## config.mk

```make
export PLATFORM = sky130hd
export DESIGN_NAME = cc_coef_bank_csr
export DESIGN_NICKNAME = d
export VERILOG_FILES = /design/src/rtl/cc_coef_bank_csr.sv
export SDC_FILE = /design/constraint.sdc
export NUM_CORES = 2
export LEC_CHECK = 0
export CAP_MARGIN = 10
export CELL_PAD_IN_SITES_DETAIL_PLACEMENT = 0
export CELL_PAD_IN_SITES_GLOBAL_PLACEMENT = 2
export CORE_MARGIN = 3
export CORE_UTILIZATION = 32
export CTS_BUF_LIST = sky130_fd_sc_hd__clkbuf_2
export DETAILED_ROUTE_END_ITERATION = 6
export PLACE_DENSITY_LB_ADDON = 0.05
export SLEW_MARGIN = 5
export SYNTH_ARGS = -nofsm -noshare
export SYNTH_HDL_FRONTEND = slang
export SYNTH_SLANG_ARGS = --single-unit
```

## constraint.sdc

```tcl
create_clock -name clk_i -period 29.5 [get_ports clk_i]
set_input_delay 5.9 -clock clk_i [delete_from_list [all_inputs] [get_ports clk_i]]
set_output_delay 5.9 -clock clk_i [all_outputs]
set_load 0.005 [all_outputs]
```

## src/rtl/cc_coef_bank_csr.sv

```systemverilog
// cc_coef_bank_csr: AXI4-Lite CSR block for the colour corrector.
// Double-buffered coefficient bank, committed on start-of-frame or at once.
module cc_coef_bank_csr #(
  parameter logic [31:0] BASE_ADDR     = 32'h0000_0000,
  parameter int          ADDR_W        = 32,
  parameter int          COEF_CNT      = 12,
  parameter int          COEF_W        = 32,
  parameter bit          COMMIT_ON_SOF = 1'b1
) (
  input  logic                       clk_i,
  input  logic                       rst_i,
  input  logic                       awvalid_i,
  output logic                       awready_o,
  input  logic [ADDR_W-1:0]          awaddr_i,
  input  logic                       wvalid_i,
  output logic                       wready_o,
  input  logic [31:0]                wdata_i,
  input  logic [3:0]                 wstrb_i,
  output logic                       bvalid_o,
  input  logic                       bready_i,
  output logic [1:0]                 bresp_o,
  input  logic                       arvalid_i,
  output logic                       arready_o,
  input  logic [ADDR_W-1:0]          araddr_i,
  output logic                       rvalid_o,
  input  logic                       rready_i,
  output logic [31:0]                rdata_o,
  output logic [1:0]                 rresp_o,
  input  logic                       sof_i,
  output logic [COEF_CNT*COEF_W-1:0] coef_o,
  output logic                       coef_upd_o
);

  localparam int SW = $clog2(COEF_CNT);
  localparam logic [SW:0]   CNT_X = (SW+1)'(COEF_CNT);
  localparam logic [SW-1:0] LAST  = SW'(COEF_CNT - 1);
  localparam logic [1:0] OKAY   = 2'b00;
  localparam logic [1:0] SLVERR = 2'b10;
  localparam logic [2:0] A_CTRL = 3'd0;
  localparam logic [2:0] A_SEL  = 3'd1;
  localparam logic [2:0] A_COEF = 3'd2;
  localparam logic [2:0] A_STAT = 3'd3;
  localparam logic [2:0] A_ACT  = 3'd4;

  logic              r_aw_held;
  logic [ADDR_W-1:0] r_aw_addr;
  logic              r_w_held;
  logic [31:0]       r_w_data;
  logic [3:0]        r_w_strb;
  logic              r_bvalid;
  logic [1:0]        r_bresp;
  logic              r_rvalid;
  logic [31:0]       r_rdata;
  logic [1:0]        r_rresp;
  logic              r_auto;
  logic              r_pend;
  logic              r_upd;
  logic [SW-1:0]     r_sel;
  logic [7:0]        r_cnt;
  logic [COEF_W-1:0] r_shadow [COEF_CNT];
  logic [COEF_W-1:0] r_active [COEF_CNT];

  logic              w_sel_ok;
  logic [SW-1:0]     w_sel_idx;
  logic [31:0]       w_sh_ext;
  logic [31:0]       w_act_ext;
  logic [31:0]       w_mask;
  logic [31:0]       w_merged;
  logic [3:0]        w_wdec;
  logic [3:0]        w_rdec;
  logic              w_wr_go;
  logic              w_w_ctrl;
  logic              w_w_sel;
  logic              w_w_coef;
  logic              w_wr_err;
  logic              w_do_ctrl;
  logic              w_do_sel;
  logic              w_do_coef;
  logic              w_req;
  logic              w_commit;
  logic              w_rd_go;
  logic              w_rerr;
  logic [31:0]       w_rdata;

  // {mapped, idx}; addresses below BASE wrap to a huge offset
  function automatic logic [3:0] f_dec(input logic [ADDR_W-1:0] a);
    logic [ADDR_W-1:0] off;
    off = a - ADDR_W'(BASE_ADDR);
    f_dec = {1'b0, off[4:2]};
    if (off[ADDR_W-1:5] == '0 && off[4:2] <= A_ACT)
      f_dec[3] = 1'b1;
  endfunction

  assign w_sel_ok  = {1'b0, r_sel} < CNT_X;
  assign w_sel_idx = w_sel_ok ? r_sel : '0;

  always_comb begin
    w_sh_ext  = '0;
    w_act_ext = '0;
    w_sh_ext[COEF_W-1:0]  = r_shadow[w_sel_idx];
    w_act_ext[COEF_W-1:0] = r_active[w_sel_idx];
  end

  assign w_mask = {{8{r_w_strb[3]}}, {8{r_w_strb[2]}},
                   {8{r_w_strb[1]}}, {8{r_w_strb[0]}}};
  assign w_merged = (w_sh_ext & ~w_mask) | (r_w_data & w_mask);

  assign w_wdec   = f_dec(r_aw_addr);
  assign w_wr_go  = r_aw_held & r_w_held & ~r_bvalid;
  assign w_w_ctrl = w_wdec[3] && (w_wdec[2:0] == A_CTRL);
  assign w_w_sel  = w_wdec[3] && (w_wdec[2:0] == A_SEL);
  assign w_w_coef = w_wdec[3] && (w_wdec[2:0] == A_COEF);
  assign w_wr_err = !(w_w_ctrl || w_w_sel || (w_w_coef && w_sel_ok));

  assign w_do_ctrl = w_wr_go & w_w_ctrl;
  assign w_do_sel  = w_wr_go & w_w_sel;
  assign w_do_coef = w_wr_go & w_w_coef & w_sel_ok;
  assign w_req     = w_do_ctrl & r_w_strb[0] & r_w_data[1];
  assign w_commit  = r_pend & (COMMIT_ON_SOF ? sof_i : 1'b1);

  assign w_rdec  = f_dec(araddr_i);
  assign w_rd_go = arvalid_i & ~r_rvalid;

  always_comb begin
    w_rdata = '0;
    w_rerr  = 1'b1;
    if (w_rdec[3]) begin
      unique case (w_rdec[2:0])
        A_CTRL: begin
          w_rdata[1:0] = {r_pend, r_auto};
          w_rerr = 1'b0;
        end
        A_SEL: begin
          w_rdata[SW-1:0] = r_sel;
          w_rerr = 1'b0;
        end
        A_COEF: if (w_sel_ok) begin
          w_rdata = w_sh_ext;
          w_rerr = 1'b0;
        end
        A_STAT: begin
          w_rdata = {8'h00, r_cnt, 8'(COEF_CNT), 7'h00, r_pend};
          w_rerr = 1'b0;
        end
        A_ACT: if (w_sel_ok) begin
          w_rdata = w_act_ext;
          w_rerr = 1'b0;
        end
        default: ;
      endcase
    end
  end

  always_ff @(posedge clk_i or posedge rst_i) begin
    if (rst_i) begin
      r_aw_held <= 1'b0;
      r_aw_addr <= '0;
      r_w_held  <= 1'b0;
      r_w_data  <= '0;
      r_w_strb  <= '0;
      r_bvalid  <= 1'b0;
      r_bresp   <= OKAY;
      r_rvalid  <= 1'b0;
      r_rdata   <= '0;
      r_rresp   <= OKAY;
    end else begin
      if (awvalid_i && !r_aw_held) begin
        r_aw_held <= 1'b1;
        r_aw_addr <= awaddr_i;
      end else if (w_wr_go) begin
        r_aw_held <= 1'b0;
      end
      if (wvalid_i && !r_w_held) begin
        r_w_held <= 1'b1;
        r_w_data <= wdata_i;
        r_w_strb <= wstrb_i;
      end else if (w_wr_go) begin
        r_w_held <= 1'b0;
      end
      if (w_wr_go) begin
        r_bvalid <= 1'b1;
        r_bresp  <= w_wr_err ? SLVERR : OKAY;
      end else if (bready_i) begin
        r_bvalid <= 1'b0;
        r_bresp  <= OKAY;
      end
      if (w_rd_go) begin
        r_rvalid <= 1'b1;
        r_rdata  <= w_rdata;
        r_rresp  <= w_rerr ? SLVERR : OKAY;
      end else if (r_rvalid && rready_i) begin
        r_rvalid <= 1'b0;
        r_rdata  <= '0;
        r_rresp  <= OKAY;
      end
    end
  end

  // Nonblocking copy: a same-edge COEF write lands only in the shadow
  always_ff @(posedge clk_i or posedge rst_i) begin
    if (rst_i) begin
      for (int k = 0; k < COEF_CNT; k++) begin
        r_shadow[k] <= '0;
        r_active[k] <= '0;
      end
      r_auto <= 1'b0;
      r_sel  <= '0;
      r_pend <= 1'b0;
      r_cnt  <= '0;
      r_upd  <= 1'b0;
    end else begin
      if (w_do_coef)
        r_shadow[w_sel_idx] <= w_merged[COEF_W-1:0];
      if (w_commit)
        for (int k = 0; k < COEF_CNT; k++)
          r_active[k] <= r_shadow[k];
      if (w_do_ctrl && r_w_strb[0])
        r_auto <= r_w_data[0];
      if (w_do_sel && r_w_strb[0])
        r_sel <= r_w_data[SW-1:0];
      else if (w_do_coef && r_auto)
        r_sel <= (r_sel == LAST) ? '0 : r_sel + 1'b1;
      r_pend <= w_req | (r_pend & ~w_commit);
      if (w_commit)
        r_cnt <= r_cnt + 8'd1;
      r_upd <= w_commit;
    end
  end

  for (genvar k = 0; k < COEF_CNT; k++) begin : g_pack
    assign coef_o[k*COEF_W +: COEF_W] = r_active[k];
  end

  assign awready_o  = ~r_aw_held;
  assign wready_o   = ~r_w_held;
  assign bvalid_o   = r_bvalid;
  assign bresp_o    = r_bresp;
  assign arready_o  = ~r_rvalid;
  assign rvalid_o   = r_rvalid;
  assign rdata_o    = r_rdata;
  assign rresp_o    = r_rresp;
  assign coef_upd_o = r_upd;

endmodule

```

==> impl_results.md <==
* Leak pwr at ~23 nW
* Total global routing overflow at 0
* Worst hold slack at approximately 0.45 ns
* Fmax at ~0.12 GHz
* CP Data Arrival Time at 10.17 ns
* Synth Warn # at 0
* CP endpoint kind: asynchronous set/reset pin
* Final Core Density at approximately two fifths
* Max_slew headroom at 22.0%
* Post-CTS sizing at 0
* Die Span Y at about 360 um
* Port buffer count at 527
* I/O Pins at between 500 and 600
* Final net count at around 4900
* CP top delay family: buffers and inverters
* Mean Syn Cell Area at 9.41 sq um
* CP max stage delay at slightly above 0.8 ns
* Layout Cells excl Fill at roughly 6600
* Number of detailed-route iterations in the first pass at 7
* DRC at 0
* Count of pins over their slew limit at 0
* Crit path setup slack, layout at roughly 21 ns
* Initial Util at between 30% and 40%
* Post-synth top flop: dfrtp_1
* RSZ-0062 raised after global routing: no
* Cell Rows at 129
* Register bit total from synthesis at between 800 and 900
* Max-Cap Viols at 0
* Worst-Margin Slew at roughly 1.2 ns
* Die area at about 130000 sq um
* Total power at approximately 2.5 mW
* Final Cycle Share at between 20% and 30%
* Setup WS pre-CTS at 18.99 ns
* DP Cell Count at 6151
* Number of clock sinks at just under 900
* Largest net degree at the start of global routing at 182
* Antenna violations before repair at 10
* Area growth from synthesis to layout at 21.5%
* Synth top area share at about 55%
* Top cells by area, synth: dfrtp_1 55%, nand2_1 15%, o21ai_0 5.1%, mux2i_1 4.6%, mux2_2 3.0%
* Global-route wire length before repair at roughly 250000 um
* Sequential area share after synthesis at between 50% and 60%
* Avg WL per Cell at 26.3 um
* Pwr dens at between 50 and 60 nW/um^2
* Num CTS Buffers at 280
* CP Class: primary input to asynchronous set/reset pin
* Yosys cell types at 76
* Critical Path RT at about 31 ns
* Post-synth ARST share at 100%
* ANT nets after route at 0
* CP max stage cell: buf_4
* Final-report setup violation count at 0
* Final Hold Vio Count at 0
* Critical-path cell list: clkdlybuf4s50_1, clkinvlp_4, buf_4, buf_4, buf_4, buf_4
* Core Area at about 120000 sq um
* Worst Path Buf+Inv at 6
* Most used cell, CP: buf_4
* HPWL after DPL at 115000 um
* Die W at about 360 um
* Drt total wl at between 150000 and 200000 um
* Placer Congestion at 0.841
* Hold buffers post-CTS at 0
* Post-DP Area at around 47000 sq um
* Layout cells sized above 1 at approximately an eighth
* Number of global-route vias before repair at around 35000
* Min cycle time layout at between 8 and 9 ns
* Peak VDD IR at 0.0338 mV
* Hold crit path type: flop to flop
* Vias at 33800
* H-tree levels at 5
* Tot GR Track Use at a little over a quarter
* Status: finished, final reports clean
* TritonCTS clock tree: done
* Total Neg Setup Slack at 0 ns
* Vias/cell at ~5.1
* Startpoint type of the worst setup path: primary input
* Synthesized area at approximately 40000 sq um
* Synth area leader: dfrtp_1
* Final Skew at between 0.1 and 0.15 ns
* Post-CTS Setup Inserts at 0
* Number of synthesized flops with an enable pin at 0
* Design Area, Final at between 40000 and 50000 sq um
* Clk root buf: clkbuf_2
* Starting DRT DRC Count at 2087
* Clk_lat worst skew at 1.59 ns
* CTS clk-pin slew, worst paths at 0.10 ns
* Max FO, Critical Path at 67
* CTS Buffer Depth at 4
* Syn Inst Count at about 4300
==> worst min-delay path, stage by stage (launching register included) <==
cell	delay, ns
dfrtp_1	0.37
nand2_1	0.06
nand2_1	0.05
==> synth_stat cells, types with 47 or more instances <==
cell type	instances
a21oi_1	68
a2bb2oi_1	61
buf_2	51
clkbuf_1	210
dfrtp_1	887
mux2_2	106
mux2i_1	183
nand2_1	1554
nor2_1	98
o21ai_0	409
o21ai_1	47
o221ai_1	95
o22ai_1	63
==> logic make-up after synthesis <==
family | after synthesis | synth area share, %
adders and majority gates | 6 | 0.187
buffers and inverters | 363 | 4.24
and+or+nand+nor | 1798 | 18.0
other | 1 | 0.00936
DFF | 887 | 55.4
AOI/OAI and AO/OA | 903 | 14.4
xor gates and xnor gates | 8 | 0.175
muxes | 290 | 7.58
==> final cells by class <==
cell class	count	area, sq um
timing repair buffer	601	5940
clock inverter	40	151
tap	1637	2050
clock buffer	378	1890
inverter	20	86.3
sequential	887	22200
multi-input combinational	3007	16300
fill	12900	75300
antenna	13	32.5
==> registers in the layout, indices dropped and copies added (netlist names) <==
name / count
rdata_o: 32
r_aw_addr: 30
r_cnt: 8
rresp_o: 1
rvalid_o: 1
r_aw_held: 1
coef_upd_o: 1
coef_o: 384
bresp_o: 1
r_auto: 1
bvalid_o: 1
r_w_data: 32
r_w_strb: 4
r_w_held: 1
r_sel: 4
r_shadow: 384
r_pend: 1
==> path summary, 6_finish.rpt <==
check                                   start  slack (ns)            end  depth (start not counted)
min in group asynchronous               rst_i        4.88   r_shadow[94]                          2
worst max-delay path                    rst_i       20.85     coef_o[83]                          6
worst min-delay path            r_shadow[168]        0.45    coef_o[200]                          2
max in group clk_i                coef_o[143]       20.86    coef_o[143]                          1
worst max register to register       r_sel[0]       24.50  r_shadow[383]                          7
worst min register to register  r_shadow[168]        0.45    coef_o[200]                          2
==> cell usage in the layout, fill, tap and decap left out, types with 7 or more instances in the layout <==
master / instances
a221o_1: 15
diode_2: 13
nand2_1: 1553
a211oi_1: 24
a211o_1: 28
a2bb2oi_1: 61
o21ai_0: 409
clkdlybuf4s50_1: 527
o221ai_1: 95
nand3_1: 25
o21ai_1: 47
a21oi_1: 67
clkinv_1: 33
nand4_1: 8
mux2i_1: 168
or3_1: 10
a221oi_1: 32
mux2_2: 106
and3_1: 9
nor3_1: 21
nor4_1: 16
a222oi_1: 8
mux2i_2: 15
nor2_1: 98
buf_12: 9
clkbuf_2: 378
o22ai_1: 63
nand4_2: 11
inv_1: 11
dfrtp_1: 885
nor2b_1: 10
buf_4: 65
a31oi_1: 7
inv_2: 13
==> report_power, final <==
| part | total (mW) | switching (mW) | internal [mW] | leakage (nW) |
|---|---|---|---|---|
| combinational | 0.282 | 0.183 | 0.0981 | 8.68 |
| clock | 0.890 | 0.554 | 0.336 | 1.65 |
| sequential | 1.30 | 0.0361 | 1.26 | 12.2 |
| total | 2.47 | 0.773 | 1.70 | 22.6 |
==> routing by layer <==
layer,GRT usage (%),wire (um)
met4,11.0,6850
met2,45.5,86300
met5,0,33
met3,7.36,11400
met1,30.7,68300
Note: power is estimated with default switching activity, not from simulation.
